`src/rtl/seq_shifter8.sv`:
```
// seq_shifter8: registered sequential shifter, one bit position per clock.
//
// A start request sampled in IDLE either loads d_in, completes immediately
// (shift by 0), or enters SHIFT. In SHIFT the result register moves one bit
// per edge according to the latched operation until the latched count runs
// out. DONE then raises a one-cycle done pulse and returns to IDLE.
//
// Ports:
//   clk      rising-edge clock
//   reset_n  asynchronous active-low reset
//   start    request strobe, sampled only in IDLE
//   op       000 NOP, 001 LOAD, 010 LSL, 011 LSR, 100 ASR, 101 ROL, 110 ROR, 111 NOP
//   shamt    shift amount, sampled with start
//   d_in     load data, sampled with start when op = LOAD
//   d_out    registered result; also the operand of the next operation
//   busy     high while shifting
//   done     one-cycle completion pulse
module seq_shifter8 #(
   parameter int WIDTH = 8,
   parameter int AMT_W = 3
) (
   input  logic             clk,
   input  logic             reset_n,
   input  logic             start,
   input  logic [2:0]       op,
   input  logic [AMT_W-1:0] shamt,
   input  logic [WIDTH-1:0] d_in,
   output logic [WIDTH-1:0] d_out,
   output logic             busy,
   output logic             done
);

   typedef enum logic [1:0] {
      ST_IDLE  = 2'b00,
      ST_SHIFT = 2'b01,
      ST_DONE  = 2'b10
   } state_t;

   localparam logic [2:0] OP_NOP  = 3'b000;
   localparam logic [2:0] OP_LOAD = 3'b001;
   localparam logic [2:0] OP_LSL  = 3'b010;
   localparam logic [2:0] OP_LSR  = 3'b011;
   localparam logic [2:0] OP_ASR  = 3'b100;
   localparam logic [2:0] OP_ROL  = 3'b101;
   localparam logic [2:0] OP_ROR  = 3'b110;

   // Per-bit source selector encoding for the 4:1 mux
   localparam logic [1:0] SEL_HOLD  = 2'b00;
   localparam logic [1:0] SEL_LEFT  = 2'b01;  // take bit i-1 (value moves up)
   localparam logic [1:0] SEL_RIGHT = 2'b10;  // take bit i+1 (value moves down)
   localparam logic [1:0] SEL_FILL  = 2'b11;  // fill or wrap-around bit

   localparam logic [AMT_W-1:0] CNT_ZERO = {AMT_W{1'b0}};
   localparam logic [AMT_W-1:0] CNT_ONE  = {{(AMT_W-1){1'b0}}, 1'b1};

   state_t           state_q, state_d;
   logic [WIDTH-1:0] d_out_q, d_out_d;
   logic [2:0]       op_q, op_d;
   logic [AMT_W-1:0] count_q, count_d;
   logic             busy_q, busy_d;
   logic             done_q, done_d;

   logic             move_left;
   logic             move_right;
   logic             fill_bit;
   logic [WIDTH-1:0] from_left;
   logic [WIDTH-1:0] from_right;
   logic [WIDTH-1:0] shift_v;
   logic [1:0]       sel;

   // mx4-style selection: s chooses among d0..d3
   function automatic logic mx4(input logic [1:0] s, input logic d3, input logic d2,
                                input logic d1, input logic d0);
      logic y;
      case (s)
         2'b00:   y = d0;
         2'b01:   y = d1;
         2'b10:   y = d2;
         2'b11:   y = d3;
         default: y = d0;
      endcase
      return y;
   endfunction

   // Decode the latched operation into direction and the bit entering the vacated end
   always_comb begin
      move_left  = 1'b0;
      move_right = 1'b0;
      fill_bit   = 1'b0;
      case (op_q)
         OP_LSL: begin move_left  = 1'b1; fill_bit = 1'b0;             end
         OP_LSR: begin move_right = 1'b1; fill_bit = 1'b0;             end
         OP_ASR: begin move_right = 1'b1; fill_bit = d_out_q[WIDTH-1]; end
         OP_ROL: begin move_left  = 1'b1; fill_bit = d_out_q[WIDTH-1]; end
         OP_ROR: begin move_right = 1'b1; fill_bit = d_out_q[0];       end
         default: begin move_left = 1'b0; move_right = 1'b0; fill_bit = 1'b0; end
      endcase
   end

   // One-position shift built from a 4:1 mux per bit; the end bit uses the fill input
   always_comb begin
      from_left  = {d_out_q[WIDTH-2:0], 1'b0};
      from_right = {1'b0, d_out_q[WIDTH-1:1]};
      shift_v    = d_out_q;
      sel        = SEL_HOLD;
      for (int i = 0; i < WIDTH; i++) begin
         if (move_left) begin
            sel = (i == 0) ? SEL_FILL : SEL_LEFT;
         end else if (move_right) begin
            sel = (i == WIDTH - 1) ? SEL_FILL : SEL_RIGHT;
         end else begin
            sel = SEL_HOLD;
         end
         shift_v[i] = mx4(sel, fill_bit, from_right[i], from_left[i], d_out_q[i]);
      end
   end

   // Next-state, datapath and output-flag decode
   always_comb begin
      state_d = state_q;
      d_out_d = d_out_q;
      op_d    = op_q;
      count_d = count_q;
      case (state_q)
         ST_IDLE: begin
            if (start) begin
               case (op)
                  OP_LOAD: begin
                     d_out_d = d_in;
                     state_d = ST_DONE;
                  end
                  OP_LSL, OP_LSR, OP_ASR, OP_ROL, OP_ROR: begin
                     if (shamt == CNT_ZERO) begin
                        state_d = ST_DONE;
                     end else begin
                        op_d    = op;
                        count_d = shamt;
                        state_d = ST_SHIFT;
                     end
                  end
                  default: begin
                     state_d = ST_IDLE;   // NOP encodings
                  end
               endcase
            end else begin
               state_d = ST_IDLE;
            end
         end
         ST_SHIFT: begin
            d_out_d = shift_v;
            count_d = count_q - CNT_ONE;
            if (count_q == CNT_ONE) begin
               state_d = ST_DONE;
            end else begin
               state_d = ST_SHIFT;
            end
         end
         ST_DONE: begin
            state_d = ST_IDLE;
         end
         default: begin
            state_d = ST_IDLE;
         end
      endcase
      // Flags are registered from the next state so they align with state_q
      busy_d = (state_d == ST_SHIFT);
      done_d = (state_d == ST_DONE);
   end

   // State, datapath and output registers
   always_ff @(posedge clk or negedge reset_n) begin
      if (!reset_n) begin
         state_q <= ST_IDLE;
         d_out_q <= {WIDTH{1'b0}};
         op_q    <= OP_NOP;
         count_q <= CNT_ZERO;
         busy_q  <= 1'b0;
         done_q  <= 1'b0;
      end else begin
         state_q <= state_d;
         d_out_q <= d_out_d;
         op_q    <= op_d;
         count_q <= count_d;
         busy_q  <= busy_d;
         done_q  <= done_d;
      end
   end

   assign d_out = d_out_q;
   assign busy  = busy_q;
   assign done  = done_q;

endmodule

```
`config.mk`:
```
export PLATFORM = sky130hd
export DESIGN_NAME = seq_shifter8
export DESIGN_NICKNAME = d
export VERILOG_FILES = /design/src/rtl/seq_shifter8.sv
export SDC_FILE = /design/constraint.sdc
export NUM_CORES = 1
export LEC_CHECK = 0
export CORE_MARGIN = 2
export CORE_UTILIZATION = 47
export DETAILED_ROUTE_END_ITERATION = 16
export PLACE_DENSITY = 0.73
export REMOVE_ABC_BUFFERS = 1
export SKIP_CTS_REPAIR_TIMING = 1
export SLEW_MARGIN = 20
export SYNTH_ARGS = -nofsm -noshare
export SYNTH_HDL_FRONTEND = slang
export SYNTH_SLANG_ARGS = --single-unit
```
`constraint.sdc`:
```
create_clock -name clk -period 1.6 [get_ports clk]
set_clock_uncertainty 0.05 [all_clocks]
set_input_delay 0.16 -clock clk [delete_from_list [all_inputs] [get_ports clk]]
set_output_delay 0.16 -clock clk [all_outputs]
set_load 0.05 [all_outputs]
```
# After elaboration in Yosys (flattened, before gate mapping)
# Index checks and enable logic that the tools add are counted.
# word_totals
regBits	18
input_bits	17
elab_cells	84
# classes
n_reduce_logical	15
eq_ne	31
n_addsub	1
muxes	28
bitwise_logic	1
# ops
cell	count
one-hot mux 1 bit (3 select lines)	8
AND reduction 4 bit	5
== test 3 bit, second input constant	6
2-to-1 mux 2 bit	8
2-to-1 mux 8 bit	2
one-hot mux 8 bit (2 select lines)	1
== test 2 bit, second input constant	7
== test 3 x 2 -> 1 bit, second input constant	4
== test 2 x 1 -> 1 bit, second input constant	5
inequality test 2 bit, second input constant	5
2-to-1 mux 3 bit	3
zero test 2 bit	4
one-hot mux 2 bit (2 select lines)	2
== test 3 x 1 -> 1 bit, second input constant	2
one-hot mux 3 bit (2 select lines)	1
OR reduction 5 bit	1
inequality test 2 x 1 -> 1 bit, second input constant	2
OR reduction 2 bit	2
zero test 3 bit	1
OR reduction 3 bit	1
subtractor 3 x 1 -> 3 bit, second input constant	1
2-to-1 mux 1 bit	2
one-hot mux 1 bit (2 select lines)	1
nonzero test 2 bit	1
inverter 1 bit	1

# Logic depth before layout (Yosys ltp)
# depth
word_depth	8
depth_mapped	6

# Least setup slack after synthesis
# Ideal clock, no wire load.
# synth_path
path_type	register -> register
from	register state_q[1]
to	register op_q[1]
arrival_time_ps	1335
n_path_buf	1
path_stages_with_launch	6
setup_slack_ps	91
required_ps	1425
path_cell_list	dfrtp_1 > buf_6 > nor2b_1 > nand4_1 > nor2_1 > mux2_2
# synth_via
elab_chain_len	2
# synth_lines
item	line	rtl
start: declaration	56	state_t state_q, state_d;
start signal: assignment	180	state_q <= state_d;
zero test 2 bit	124	case (state_q)
AND reduction 4 bit (no source line)	--	
end signal: assignment	182	op_q <= op_d;
end: declaration	58	logic [2:0] op_q, op_d;
# No other way between the ends.
# A chain may end at the register's enable or synchronous reset.

# Worst setup path in the final report
# layout_path
from	register op_q[2]
to	register d_out_q[3], in the netlist d_out[3]
# layout_via
elab_chain_len	8
word_cells_on_any_way	21
cone_classes	eq/ne (9); mux (7); reduce/logical (5)
# layout_lines
item	line	rtl
== test 3 bit or == test 3 x 2 -> 1 bit (tied branches)	90	case (op_q)
OR reduction 3 bit (no source line)	--	
2-to-1 mux 1 bit	90	
2-to-1 mux 2 bit	109	end else if (move_right) begin
2-to-1 mux 2 bit	107	if (move_left) begin
== test 2 bit (tied with other cells)	75	case (s)
one-hot mux 1 bit (3 select lines) or inequality test 2 bit (tied branches)	--	
one-hot mux 8 bit (2 select lines) or AND reduction 4 bit (tied branches)	--	
end signal: assignment	174	d_out_q <= {WIDTH{1'b0}};
end signal: assignment	181	d_out_q <= d_out_d;
end: declaration	57	logic [WIDTH-1:0] d_out_q, d_out_d;
# Several ways; a longest one is shown, not always the timed one.

==> flow_summary.json <==
{
  "drtAntennaViolNets": 0,
  "synth_cell_types": 38,
  "p_per_area_mw_per_mm2": 2090,
  "clock_sinks": 18,
  "fin_hold_ws_ns": 0.106,
  "max_freq_mhz": 663,
  "synth_most_common_cell": "dfrtp_1",
  "hold_viol": 0,
  "slew_violations": 0,
  "viasPerCell": 5.69,
  "port_buffers": 26,
  "grt_max_degree": 19,
  "synth.area.top_cells": "dfrtp_1 42%, o31ai_1 4.9%, a31oi_1 4.7%, nand3_1 4.2%, nor2_1 3.5%",
  "start_kind": "flip-flop",
  "design_area_mm2": 0.00145,
  "tightest_slew_ns": 0.328,
  "synth_edf_count": 0,
  "drive_gt1_frac": 0.268,
  "vias": 1008,
  "p_total_uw": 3040,
  "critPathLaunch": "op_q[2]",
  "gp_congestion": 0.801,
  "hp-class": "in2async",
  "die_h_um": 51.6,
  "synth_common_cells": "18 x dfrtp_1, 10 x nor2_1, 9 x nand3_1",
  "worstSetupPathType": "reg2reg",
  "arrival_ns": 1.69,
  "placed_area_mm2": 0.00140,
  "yosysSeqAreaShare": 0.423,
  "leakage_uw": 0.000644,
  "finalCritPeriodShare": 0.943,
  "wire_per_inst_um": 14.1,
  "ioPinCount": 27,
  "final_nets": 169,
  "synthesis.area_mm2": 0.00107,
  "max-vdd-ir-drop_mv": 1.19,
  "cp_max_fo": 8,
  "finalSetupTns_ns": 0,
  "area_growth_pct": 36.2,
  "syn_inst": 111,
  "dr.pass1.iters": 4,
  "start_util": 0.491,
  "ys_seq_elements": 18,
  "end_kind": "flip-flop",
  "synthFlopType": "dfrtp_1",
  "diodes": 0,
  "grt.overflow.total": 0,
  "status": "completed",
  "coreArea_mm2": 0.00217,
  "htreeDepth": 1,
  "clk-insertion-delay-late_ns": 0.31,
  "antenna_found_initial": 0,
  "regToRegSetupSlack_ns": 0.09,
  "synth_top_area_share": 0.423,
  "wirelength_um": 2500,
  "multi_input_area_um2": 561,
  "pre_cts_slack_ns": -0.177,
  "regArea_um2": 453,
  "max-cap-violations": 0,
  "clockRootBuffer": "clkbuf_4",
  "yosysTopAreaCell": "dfrtp_1",
  "grt_pass1_wl_um": 4070,
  "drc": 0,
  "clk_pin_slew_ns": 0.12,
  "grt.total_usage": 0.205,
  "layout_setup_ws_ns": 0.0916,
  "first_iter_violations": 15,
  "cts_inserted_buffers": 3,
  "fillers": 193,
  "num_rows": 17,
  "grt_pass1_vias": 951,
  "required_ns": 1.78,
  "async_flop_share": 1.00,
  "cts_tree": "done",
  "dieArea_mm2": 0.00267,
  "die_w_um": 51.6,
  "slew_headroom": 0.781,
  "ys_warn_count": 0,
  "finalSetupViolations": 0,
  "cts_buffer_depth": 2,
  "hpwlAfterDp_um": 1830,
  "syn_area_per_cell_um2": 9.60,
  "min_period_ns": 1.51,
  "regToRegStartpoint": "op_q[2]"
}
==> state kept, by name, indices dropped and copies added, names as in the netlist <==
name	cells
op_q	3
state_q	2
busy	1
d_out	8
count_q	3
done	1
==> path summary, 6_finish.rpt <==
path,to,depth (start not counted)
max in group asynchronous,state_q[1],2
worst max register to register,d_out[3],4
worst max-delay path,d_out[3],4
worst min-delay path,d_out[7],2
min in group clk,d_out[1],3
worst min register to register,count_q[0],1
==> per-stage QoR <==
step	utilization	std cells
floorplan	-	104
global placement	0.643	172
detailed placement	0.643	172
CTS	0.660	176
global route	0.669	177
finish	0.669	177
==> placed cells by master (no fill, tap or decap), types with 2 or more instances in the layout <==
cell type        instances
clkbuf_4                 3
o21ai_0                  2
ha_1                     2
a21oi_1                  7
nor2b_1                  2
dfrtp_2                  2
a31oi_1                  8
a21boi_1                 5
o31ai_1                  7
nor2_1                   9
clkdlybuf4s50_1         16
buf_4                   25
inv_1                    5
nand3_1                  9
a221oi_1                 2
mux2_2                   2
nand3b_1                 2
nand4b_1                 2
dfrtp_1                 16
==> kinds of logic (layout without fill, tap and decap cells) <==
logic type | after synthesis | in the layout | synth area share
and+or+nand+nor | 37 | 37 | 0.202
adders and majority gates | 2 | 2 | 0.0235
xor gates and xnor gates | 1 | 1 | 0.00822
AOI/OAI and AO/OA | 37 | 37 | 0.242
buffers and inverters | 12 | 50 | 0.0610
DFF | 18 | 18 | 0.423
muxes | 4 | 4 | 0.0411
==> power by group <==
group	switching [µW]	total, µW	internal (µW)
clock network	156	295	139
registers	267	948	681
logic	1050	1790	742
==> cell type report <==
cell class / count / area share
Sequential cell: 18 / 0.312
Inverter: 5 / 0.0129
Clock buffer: 4 / 0.0250
Tap cell: 28 / 0.0241
Multi-Input combinational cell: 81 / 0.386
Timing Repair Buffer: 41 / 0.240
==> metal layers <==
| layer | global-route usage | wire (µm) | part of all wire | vias up |
|---|---|---|---|---|
| met4 | 0.105 | 50 | 0.020 | 0 |
| met5 | 0 | 0 | 0 | - |
| met1 | 0.257 | 1100 | 0.44 | 478 |
| met2 | 0.344 | 1220 | 0.49 | 29 |
| li1 | - | - | - | 496 |
| met3 | 0.0287 | 132 | 0.053 | 5 |
==> worst max-delay path: stages (launching register included) <==
cell and delay [ns]:
dfrtp_2 0.47, nand3b_1 0.33, nand2_2 0.21, a21boi_0 0.11, o31ai_1 0.25
(Power assumes the default switching activity.)
